File: src/rtl/booth_seq_mul_ctrl_if.sv
// Operand/product handshake bundle for booth_seq_mul_ctrl.
// master = producer/consumer side, slave = multiplier controller.
interface booth_seq_mul_ctrl_if #(
  parameter int N = 16
);
  logic           in_valid;
  logic           in_ready;
  logic [N-1:0]   M;
  logic [N-1:0]   R;
  logic           out_valid;
  logic           out_ready;
  logic [2*N-1:0] P;

  modport master (
    output in_valid, M, R, out_ready,
    input  in_ready, out_valid, P
  );

  modport slave (
    input  in_valid, M, R, out_ready,
    output in_ready, out_valid, P
  );
endinterface

File: src/rtl/booth_seq_mul_ctrl.sv
// Iterative radix-2 Booth multiplier: one partial product per clock, 2N-bit signed result.
// Optional early termination when BOOTH_EARLY_TERM_EN is defined.
module booth_seq_mul_ctrl #(
  parameter int N = 16
) (
  input  logic                clk,
  input  logic                rst_n,
  booth_seq_mul_ctrl_if.slave bus,
  output logic                busy,
  output logic [1:0]          pp_sel
);

  localparam int CW = $clog2(N + 1);

  typedef enum logic [1:0] {IDLE, RUN, DONE} state_t;

  state_t                state, state_n;
  logic signed [N:0]     a, a_n;
  logic signed [N:0]     mreg, mreg_n;
  logic [N-1:0]          q, q_n;
  logic                  qm1, qm1_n;
  logic [CW-1:0]         cnt, cnt_n;
  logic [2*N-1:0]        p, p_n;

  // Result of one Booth step (add/sub then shift) on the current registers
  logic signed [N:0]     sum;
  logic signed [N:0]     a_s;
  logic [N-1:0]          q_s;
  logic                  qm1_s;
  logic [CW-1:0]         cnt_s;

`ifdef BOOTH_EARLY_TERM_EN
  localparam logic [N-1:0] ONES = '1;
  logic [N-1:0]          mask;
  logic                  early;
  logic [2*N-1:0]        p_early;
`endif

  always_ff @(posedge clk or negedge rst_n) begin
    if (!rst_n) begin
      state <= IDLE;
      a     <= '0;
      mreg  <= '0;
      q     <= '0;
      qm1   <= 1'b0;
      cnt   <= '0;
      p     <= '0;
    end else begin
      state <= state_n;
      a     <= a_n;
      mreg  <= mreg_n;
      q     <= q_n;
      qm1   <= qm1_n;
      cnt   <= cnt_n;
      p     <= p_n;
    end
  end

  always_comb begin
    state_n = state;
    a_n     = a;
    mreg_n  = mreg;
    q_n     = q;
    qm1_n   = qm1;
    cnt_n   = cnt;
    p_n     = p;

    unique case ({q[0], qm1})
      2'b01:   sum = a + mreg;
      2'b10:   sum = a - mreg;
      default: sum = a;
    endcase
    a_s   = {sum[N], sum[N:1]};
    q_s   = {sum[0], q[N-1:1]};
    qm1_s = q[0];
    cnt_s = cnt + 1'b1;

`ifdef BOOTH_EARLY_TERM_EN
    // Checking the post-step remainder is equivalent to the pre-step check
    // (a uniform remainder decodes to zero) but also retires one edge sooner.
    mask    = ONES >> cnt_s;
    early   = qm1_s ? ((q_s & mask) == mask) : ((q_s & mask) == '0);
    p_early = (2*N)'($signed({a_s, q_s}) >>> (CW'(N) - cnt_s));
`endif

    unique case (state)
      IDLE: begin
        if (bus.in_valid) begin
          a_n     = '0;
          q_n     = bus.R;
          qm1_n   = 1'b0;
          mreg_n  = {bus.M[N-1], bus.M};
          cnt_n   = '0;
          state_n = RUN;
        end
      end
      RUN: begin
        a_n   = a_s;
        q_n   = q_s;
        qm1_n = qm1_s;
        cnt_n = cnt_s;
        if (cnt_s == CW'(N)) begin
          p_n     = {a_s[N-1:0], q_s};
          state_n = DONE;
        end
`ifdef BOOTH_EARLY_TERM_EN
        else if (early) begin
          p_n     = p_early;
          state_n = DONE;
        end
`endif
      end
      DONE: begin
        if (bus.out_ready) state_n = IDLE;
      end
      default: state_n = IDLE;
    endcase
  end

  assign bus.in_ready  = (state == IDLE);
  assign bus.out_valid = (state == DONE);
  assign bus.P         = p;
  assign busy          = (state == RUN);

  always_comb begin
    pp_sel = 2'b00;
    if (busy) begin
      unique case ({q[0], qm1})
        2'b01:   pp_sel = 2'b01;
        2'b10:   pp_sel = 2'b10;
        default: pp_sel = 2'b00;
      endcase
    end
  end

endmodule

File: src/flat_wrapper.sv
// flat-port wrapper written by rule: the top's interface ports become plain ports
module booth_seq_mul_ctrl_flat 
#(
  parameter int N = 16
)
  (clk, rst_n, busy, pp_sel, bus_in_valid, bus_M, bus_R, bus_out_ready, bus_in_ready, bus_out_valid, bus_P);
  booth_seq_mul_ctrl_if #(.N(N)) bus_i ();
  input  logic clk;
  input  logic rst_n;
  output logic busy;
  output logic [1:0] pp_sel;
  input wire logic [$bits(bus_i.in_valid)-1:0] bus_in_valid;
  input wire logic [$bits(bus_i.M)-1:0] bus_M;
  input wire logic [$bits(bus_i.R)-1:0] bus_R;
  input wire logic [$bits(bus_i.out_ready)-1:0] bus_out_ready;
  output wire logic [$bits(bus_i.in_ready)-1:0] bus_in_ready;
  output wire logic [$bits(bus_i.out_valid)-1:0] bus_out_valid;
  output wire logic [$bits(bus_i.P)-1:0] bus_P;
  assign bus_i.in_valid = bus_in_valid;
  assign bus_i.M = bus_M;
  assign bus_i.R = bus_R;
  assign bus_i.out_ready = bus_out_ready;
  assign bus_in_ready = bus_i.in_ready;
  assign bus_out_valid = bus_i.out_valid;
  assign bus_P = bus_i.P;
  booth_seq_mul_ctrl #(.N(N)) u_core (.clk(clk), .rst_n(rst_n), .bus(bus_i), .busy(busy), .pp_sel(pp_sel));
endmodule
File: config.mk
export PLATFORM = sky130hd
export DESIGN_NAME = booth_seq_mul_ctrl_flat
export DESIGN_NICKNAME = d
export VERILOG_FILES = /design/src/rtl/booth_seq_mul_ctrl_if.sv /design/src/rtl/booth_seq_mul_ctrl.sv /design/src/flat_wrapper.sv
export SDC_FILE = /design/constraint.sdc
export NUM_CORES = 1
export LEC_CHECK = 0
export CORE_MARGIN = 5
export CORE_UTILIZATION = 39
export CTS_BUF_LIST = sky130_fd_sc_hd__clkbuf_4 sky130_fd_sc_hd__clkbuf_8 sky130_fd_sc_hd__clkbuf_16
export CTS_CLUSTER_SIZE = 14
export DETAILED_ROUTE_END_ITERATION = 10
export SETUP_SLACK_MARGIN = 0.3
export SYNTH_ARGS = -nofsm -noshare
export SYNTH_HDL_FRONTEND = slang
export SYNTH_SLANG_ARGS = --single-unit
File: constraint.sdc
create_clock -name clk -period 3.3 [get_ports clk]
set_clock_uncertainty 0.1 [all_clocks]
set_input_delay 0.99 -clock clk [delete_from_list [all_inputs] [get_ports clk]]
set_output_delay 0.99 -clock clk [all_outputs]
set_load 0.02 [all_outputs]
Word level (Yosys, flattened, before mapping)
Index checks and enable logic that the tools add are counted.

Equal/unequal tests: 8. Mux-type cells: 15. Reduce and logical (&&, ||, !) cells: 6. $add $sub $neg: 3.

Operators by type and width (number): 17-bit one-hot mux with 2 select lines (2); 16-bit one-hot mux with 2 select lines (1); 17-bit by 16-bit adder with 17-bit output (1); 17-bit two-way mux (1); 17-bit by 16-bit subtractor with 17-bit output (1); 16-bit two-way mux (1); 5-bit one-hot mux with 2 select lines (1); 2-bit two-way mux (4); 2-bit one-hot mux with 3 select lines (1); 2-bit AND reduction (3); 5-bit by 1-bit adder with 5-bit output, second input constant (1); 5-bit == test, second input constant (1); 5-bit two-way mux (1); 2-bit by 1-bit == test with 1-bit output, second input constant (2); 2-bit == test, second input constant (2); 2-bit != test, second input constant (2); 2-bit one-hot mux with 2 select lines (1); 3-bit AND reduction (1); 2-bit logical NOT (1); 2-bit by 1-bit != test with 1-bit output, second input constant (1); 1-bit one-hot mux with 2 select lines (1); 2-bit nonzero test (1); 1-bit two-way mux (1).

Logic and storage cells: 39. Output and inout bits: 37. Bits in registers: 89. Bits of input ports: 36.

Longest topological paths before layout
Word-level depth: 4. Gate-level depth with buffers: 16. Gate-level depth less buffers: 15.

Worst setup path after synthesis
Ideal clock, no wire load.

Kind: register -> register. From: register u_core.qm1. To: register u_core.p[27], in the netlist u_core.bus.P[27]. Period minus slack after synthesis: 3.327 ns. Stages on the path, launching flop included: 15. Path buffers: 2. Slack: -0.027 ns. Setup time: 0.125 ns. Required time: 3.075 ns. Arrival time: 3.103 ns. Cells stage by stage: dfrtp_1 inv_1 ha_1 clkbuf_1 clkbuf_1 nor2_1 xnor2_1 ha_1 o211ai_1 a21o_1 a32oi_1 a311oi_1 xnor2_1 o21ai_0 mux2_2.

Longest elaborated chain between the ends: 2. Elaborated cells between the ends (all ways): 3. Those cells by class: eq/ne (2); mux (1).

Ends and longest elaborated chain: from (decl) (line booth_seq_mul_ctrl.sv:21) `logic qm1, qm1_n;`; from (signal assigned) (line booth_seq_mul_ctrl.sv:53) `qm1 <= qm1_n;`; 2-bit == test or 2-bit by 1-bit == test with 1-bit output (tied branches) (line booth_seq_mul_ctrl.sv:68) `unique case ({q[0], qm1})`; 17-bit one-hot mux with 2 select lines * (line booth_seq_mul_ctrl.sv:68); to (signal assigned) (line booth_seq_mul_ctrl.sv:55) `p <= p_n;`; to (decl) (line booth_seq_mul_ctrl.sv:23) `logic [2*N-1:0] p, p_n;`.

Mark *: on every way between the ends. The rest lies on a longest branch, timed or not. A chain may end at the register's enable or synchronous reset.

Final worst setup path
From: register u_core.mreg[1]. To: register u_core.a[14].

Longest elaborated chain between the ends: 3. Elaborated cells between the ends (all ways): 4. Those cells by class: add/sub (2); mux (2).

Ends and longest elaborated chain: from (decl) (line booth_seq_mul_ctrl.sv:19) `logic signed [N:0] mreg, mreg_n;`; from (signal assigned) (line booth_seq_mul_ctrl.sv:51) `mreg <= mreg_n;`; 17-bit by 16-bit subtractor with 17-bit output or 17-bit by 16-bit adder with 17-bit output (tied branches) (line booth_seq_mul_ctrl.sv:70, booth_seq_mul_ctrl.sv:69); 17-bit one-hot mux with 2 select lines * (line booth_seq_mul_ctrl.sv:68); 17-bit one-hot mux with 2 select lines * (line booth_seq_mul_ctrl.sv:86) `unique case (state)`; to (signal assigned) (line booth_seq_mul_ctrl.sv:50) `a <= a_n;`; to (decl) (line booth_seq_mul_ctrl.sv:18) `logic signed [N:0] a, a_n;`.

Marked as above.

==> flow_summary.html <==
<table>
<tr><th>Metric</th><th>Value</th></tr>
<tr><th colspan="2">Synth</th></tr>
<tr><td>Synthesized instance count</td><td>580</td></tr>
<tr><td>Count of warnings emitted by yosys</td><td>0</td></tr>
<tr><td>Most frequently used flop master after synthesis</td><td>sky130_fd_sc_hd__dfrtp_1</td></tr>
<tr><td>Unique masters post-synth</td><td>54</td></tr>
<tr><td>Synthesized area per cell</td><td>8.47 um^2</td></tr>
<tr><td>Number of flops mapped to enable cells by yosys</td><td>0</td></tr>
<tr><td>Async set-or-reset flop fraction in the synthesized netlist</td><td>1.00</td></tr>
<tr><td>Most area-consuming cells after synthesis</td><td>sky130_fd_sc_hd__dfrtp_1 45%, sky130_fd_sc_hd__nand2_1 12%, sky130_fd_sc_hd__ha_1 5.3%, sky130_fd_sc_hd__o21ai_0 4.5%, sky130_fd_sc_hd__xnor2_1 3.9%</td></tr>
<tr><td>Proportion of synthesized chip area in sequential cells</td><td>0.448</td></tr>
<tr><td>Area share of the leading cell type in the synthesized netlist</td><td>0.448</td></tr>
<tr><td>Area of the mapped netlist</td><td>4910 um^2</td></tr>
<tr><td>Net count after synthesis</td><td>638</td></tr>
<tr><td>Register bit total from synthesis</td><td>88</td></tr>
<tr><td>Cell accounting for the most synthesized area</td><td>sky130_fd_sc_hd__dfrtp_1</td></tr>
<tr><th colspan="2">Place</th></tr>
<tr><td>PortBufs</td><td>72</td></tr>
<tr><td>Routability congestion estimate</td><td>0.828</td></tr>
<tr><td>Detailed Place HPWL</td><td>8810 um</td></tr>
<tr><td>Placed cell area</td><td>5910 um^2</td></tr>
<tr><th colspan="2">Detailed routing</th></tr>
<tr><td>Wirelength per Cell</td><td>15.4 um</td></tr>
<tr><td>Vias after detailed routing</td><td>4,384</td></tr>
<tr><td>Final WL</td><td>13,200 um</td></tr>
<tr><td>Number of DRC markers in iteration 0</td><td>226</td></tr>
<tr><td>Post-detailed-route DRC marker count</td><td>0</td></tr>
<tr><td>Number of search-and-repair iterations in the first detailed-routing pass</td><td>4</td></tr>
<tr><td>Remaining number of nets flagged by the antenna check after routing</td><td>0</td></tr>
<tr><td>Vias/cell</td><td>5.12</td></tr>
<tr><th colspan="2">STA</th></tr>
<tr><td>Final critical-path share of the clock period</td><td>0.960</td></tr>
<tr><td>Slew Limit Headroom</td><td>0.566</td></tr>
<tr><td>Max-slew violation total from the final report</td><td>0</td></tr>
<tr><td>Highest Clock Rate</td><td>316 MHz</td></tr>
<tr><td>Final-report hold violation count</td><td>0</td></tr>
<tr><td>RSZ-0062 raised after global routing</td><td>yes</td></tr>
<tr><td>Tmin final</td><td>3.17 ns</td></tr>
<tr><td>Total setup violations reported at the end of the flow</td><td>0</td></tr>
<tr><td>Worst slew pin tran</td><td>0.650 ns</td></tr>
<tr><td>Setup Total Neg Slack</td><td>0 ns</td></tr>
<tr><th colspan="2">Worst setup path</th></tr>
<tr><td>Required time of the critical path</td><td>3.41 ns</td></tr>
<tr><td>Crit path capture type</td><td>flip-flop</td></tr>
<tr><td>Worst path max stage delay</td><td>0.39 ns</td></tr>
<tr><td>Worst setup SP type</td><td>flip-flop</td></tr>
<tr><td>Crit-path most repeated cell</td><td>sky130_fd_sc_hd__a21oi_2</td></tr>
<tr><td>Largest driver fanout on the critical path</td><td>5</td></tr>
<tr><td>Critical-path cell list</td><td>inv_2, ha_4, nand3b_1, nor4_4, buf_4, a21oi_2, xnor2_1, ha_2, buf_6, a21oi_2, o21a_1, o221a_2, o31ai_2, xor2_1, mux2i_1, o21ai_1</td></tr>
<tr><td>CP top delay family</td><td>compound AO/OA/AOI/OAI gates</td></tr>
<tr><td>Total buffers and inverters traversed by the critical path</td><td>3</td></tr>
<tr><td>WS Path Type</td><td>reg -&gt; reg</td></tr>
<tr><td>Worst path arrival time</td><td>3.28 ns</td></tr>
<tr><td>Crit path max-delay cell type</td><td>sky130_fd_sc_hd__dfrtp_1</td></tr>
<tr><th colspan="2">GRT</th></tr>
<tr><td>Congestion Overflow GR</td><td>0</td></tr>
<tr><td>Number of global-route vias before repair</td><td>4,381</td></tr>
<tr><td>Global-route wire length before repair</td><td>21,200 um</td></tr>
<tr><td>Largest net degree at the start of global routing</td><td>71</td></tr>
<tr><td>Number of antenna violations at the first check in global routing</td><td>0</td></tr>
<tr><td>Overall fraction of global-route tracks in use</td><td>0.177</td></tr>
<tr><th colspan="2">Floorplanning</th></tr>
<tr><td>Die height</td><td>122 um</td></tr>
<tr><td>Horizontal die dimension</td><td>122 um</td></tr>
<tr><td>Boundary Pins</td><td>73</td></tr>
<tr><td>Floorplan core area</td><td>12,500 um^2</td></tr>
<tr><td>Starting density of the core</td><td>0.394</td></tr>
<tr><td>Standard-cell rows</td><td>41</td></tr>
<tr><td>Die area</td><td>14,900 um^2</td></tr>
<tr><th colspan="2">Clock tree</th></tr>
<tr><td>Hold-fix buffers at CTS</td><td>0</td></tr>
<tr><td>Clock H-tree levels</td><td>3</td></tr>
<tr><td>Number of buffers on the longest clock path</td><td>2</td></tr>
<tr><td>Sink count of the clock tree</td><td>88</td></tr>
<tr><td>Number of buffers created by CTS</td><td>9</td></tr>
<tr><td>TritonCTS clock tree</td><td>yes</td></tr>
<tr><td>Worst-path clk slew</td><td>0.07 ns</td></tr>
<tr><td>CTS Root Cell</td><td>sky130_fd_sc_hd__clkbuf_16</td></tr>
<tr><td>Worst-skew pair later-pin latency</td><td>0.34 ns</td></tr>
<tr><th colspan="2">Final layout</th></tr>
<tr><td>Share of cells above drive strength 1</td><td>0.219</td></tr>
<tr><td>Final Cell Area</td><td>6880 um^2</td></tr>
<tr><td>N_diodes</td><td>0</td></tr>
<tr><td>Layout-stage area growth over the synthesis result</td><td>39.9%</td></tr>
<tr><td># nets final</td><td>738</td></tr>
<tr><th colspan="2">Flow run</th></tr>
<tr><td>Max-cap violations</td><td>0</td></tr>
<tr><th colspan="2">Min path</th></tr>
<tr><td>Classification of the worst-slack hold path</td><td>reg -&gt; reg</td></tr>
<tr><th colspan="2">Outcome</th></tr>
<tr><td>Status</td><td>finished clean</td></tr>
</table>
-- logic make-up (layout without fill, tap and decap cells) --
logic type               Yosys count  in the layout  share of synthesized area
multiplexers                      11             11                     0.0244
adder cells (fa/ha/maj)           22             22                     0.0575
XOR/XNOR                          29             29                     0.0517
buffers and inverters             51            156                     0.0390
flip-flops                        88             88                      0.448
AO/OA/AOI/OAI                    123            123                      0.156
AND/OR/NAND/NOR                  256            256                      0.223
-- per-stage QoR --
stage,worst slack [ns],std cells,util,hold WS [ns]
floorplan,0.278,580,-,0.361
global placement,0.0670,808,0.474,0.361
detailed placement,0.0194,808,0.474,0.362
CTS,0.186,843,0.518,0.384
global route,-0.0338,857,0.552,0.409
finish,0.131,857,0.552,0.380
-- cell usage after synthesis (all sizes together), types with 3 or more instances --
library cell  instances
nand2               156
dfrtp                88
o21ai                45
nor2                 43
clkbuf               30
a21oi                27
nand3                25
xnor2                22
ha                   21
a31oi                19
inv                  17
xor2                  7
a21o                  6
mux2i                 6
nand2b                6
nor3                  6
mux2                  5
and2                  4
buf                   4
and3                  3
-- placed cells by master, fill, tap and decap left out, types with 5 or more instances in the layout --
master,instances
sky130_fd_sc_hd__nand3_1,22
sky130_fd_sc_hd__nand2_1,154
sky130_fd_sc_hd__nor3_1,6
sky130_fd_sc_hd__a31oi_1,16
sky130_fd_sc_hd__clkdlybuf4s50_1,71
sky130_fd_sc_hd__nor2_2,6
sky130_fd_sc_hd__mux2i_1,6
sky130_fd_sc_hd__o21ai_1,12
sky130_fd_sc_hd__xor2_1,7
sky130_fd_sc_hd__clkbuf_16,9
sky130_fd_sc_hd__dfrtp_1,88
sky130_fd_sc_hd__xnor2_1,13
sky130_fd_sc_hd__xnor2_2,9
sky130_fd_sc_hd__ha_1,9
sky130_fd_sc_hd__inv_1,13
sky130_fd_sc_hd__a21oi_1,13
sky130_fd_sc_hd__buf_6,6
sky130_fd_sc_hd__nor2_1,35
sky130_fd_sc_hd__o21ai_0,32
sky130_fd_sc_hd__a21oi_2,13
sky130_fd_sc_hd__a21o_1,6
sky130_fd_sc_hd__ha_4,7
sky130_fd_sc_hd__buf_4,45
sky130_fd_sc_hd__ha_2,5
-- sequential cells by signal, indices dropped and copies added (netlist names) --
signal / cells
u_core.qm1: 1
u_core.cnt: 5
u_core.q: 16
u_core.bus.P: 32
u_core.state: 2
u_core.a: 16
u_core.mreg: 16
-- worst reg2reg max path, delay by kind of cell, from the launching register on --
kind	cells	cell delay (ns)
compound gates	6	0.74
xor+xnor	2	0.34
fa+ha+maj	2	0.52
buf+inv	3	0.41
flops	1	0.39
mux	1	0.19
simple gates	2	0.33
-- final timing paths --
path | cells after the start | to | start | slack, ns
setup / recovery | 16 | u_core.a[14] | u_core.mreg[1] | 0.13
hold / removal | 2 | u_core.bus.P[20] | u_core.bus.P[20] | 0.38
setup reg to reg | 16 | u_core.a[14] | u_core.mreg[1] | 0.13
hold reg to reg | 2 | u_core.bus.P[20] | u_core.bus.P[20] | 0.38
max in group asynchronous | 2 | u_core.a[5] | rst_n | 1.87
min in group asynchronous | 1 | u_core.mreg[9] | rst_n | 0.57
-- area by class of cell --
cell class              count  area, um^2
clock buffers               9         225
multi-input cells         441        2960
repair buffers            123        1140
flip-flops and latches     88        2200
fillers                  1138        5590
inverters                  17        63.8
clock inverters             7        76.3
well taps                 172         215
-- layer usage --
layer | routed length [um] | vias to the layer above | GRT usage | part of all wire
li1 | - | 2173 | - | -
met1 | 6310 | 2103 | 0.253 | 0.48
met4 | 280 | 0 | 0.0658 | 0.021
met2 | 6000 | 92 | 0.272 | 0.46
met5 | 0 | - | 0 | 0
met3 | 573 | 16 | 0.0286 | 0.044
-- what timing repair did --
| action | in CTS | in global routing |
|---|---|---|
| gates resized for setup | 31 | 62 |
| endpoints found under the setup margin | 17 | 18 |
| pin swaps | 18 | 40 |
| setup buffers | 19 | 14 |
Power is left out: the tool's default activity adds up to more than one toggle a clock period on the data nets, which glitch-free logic cannot reach.
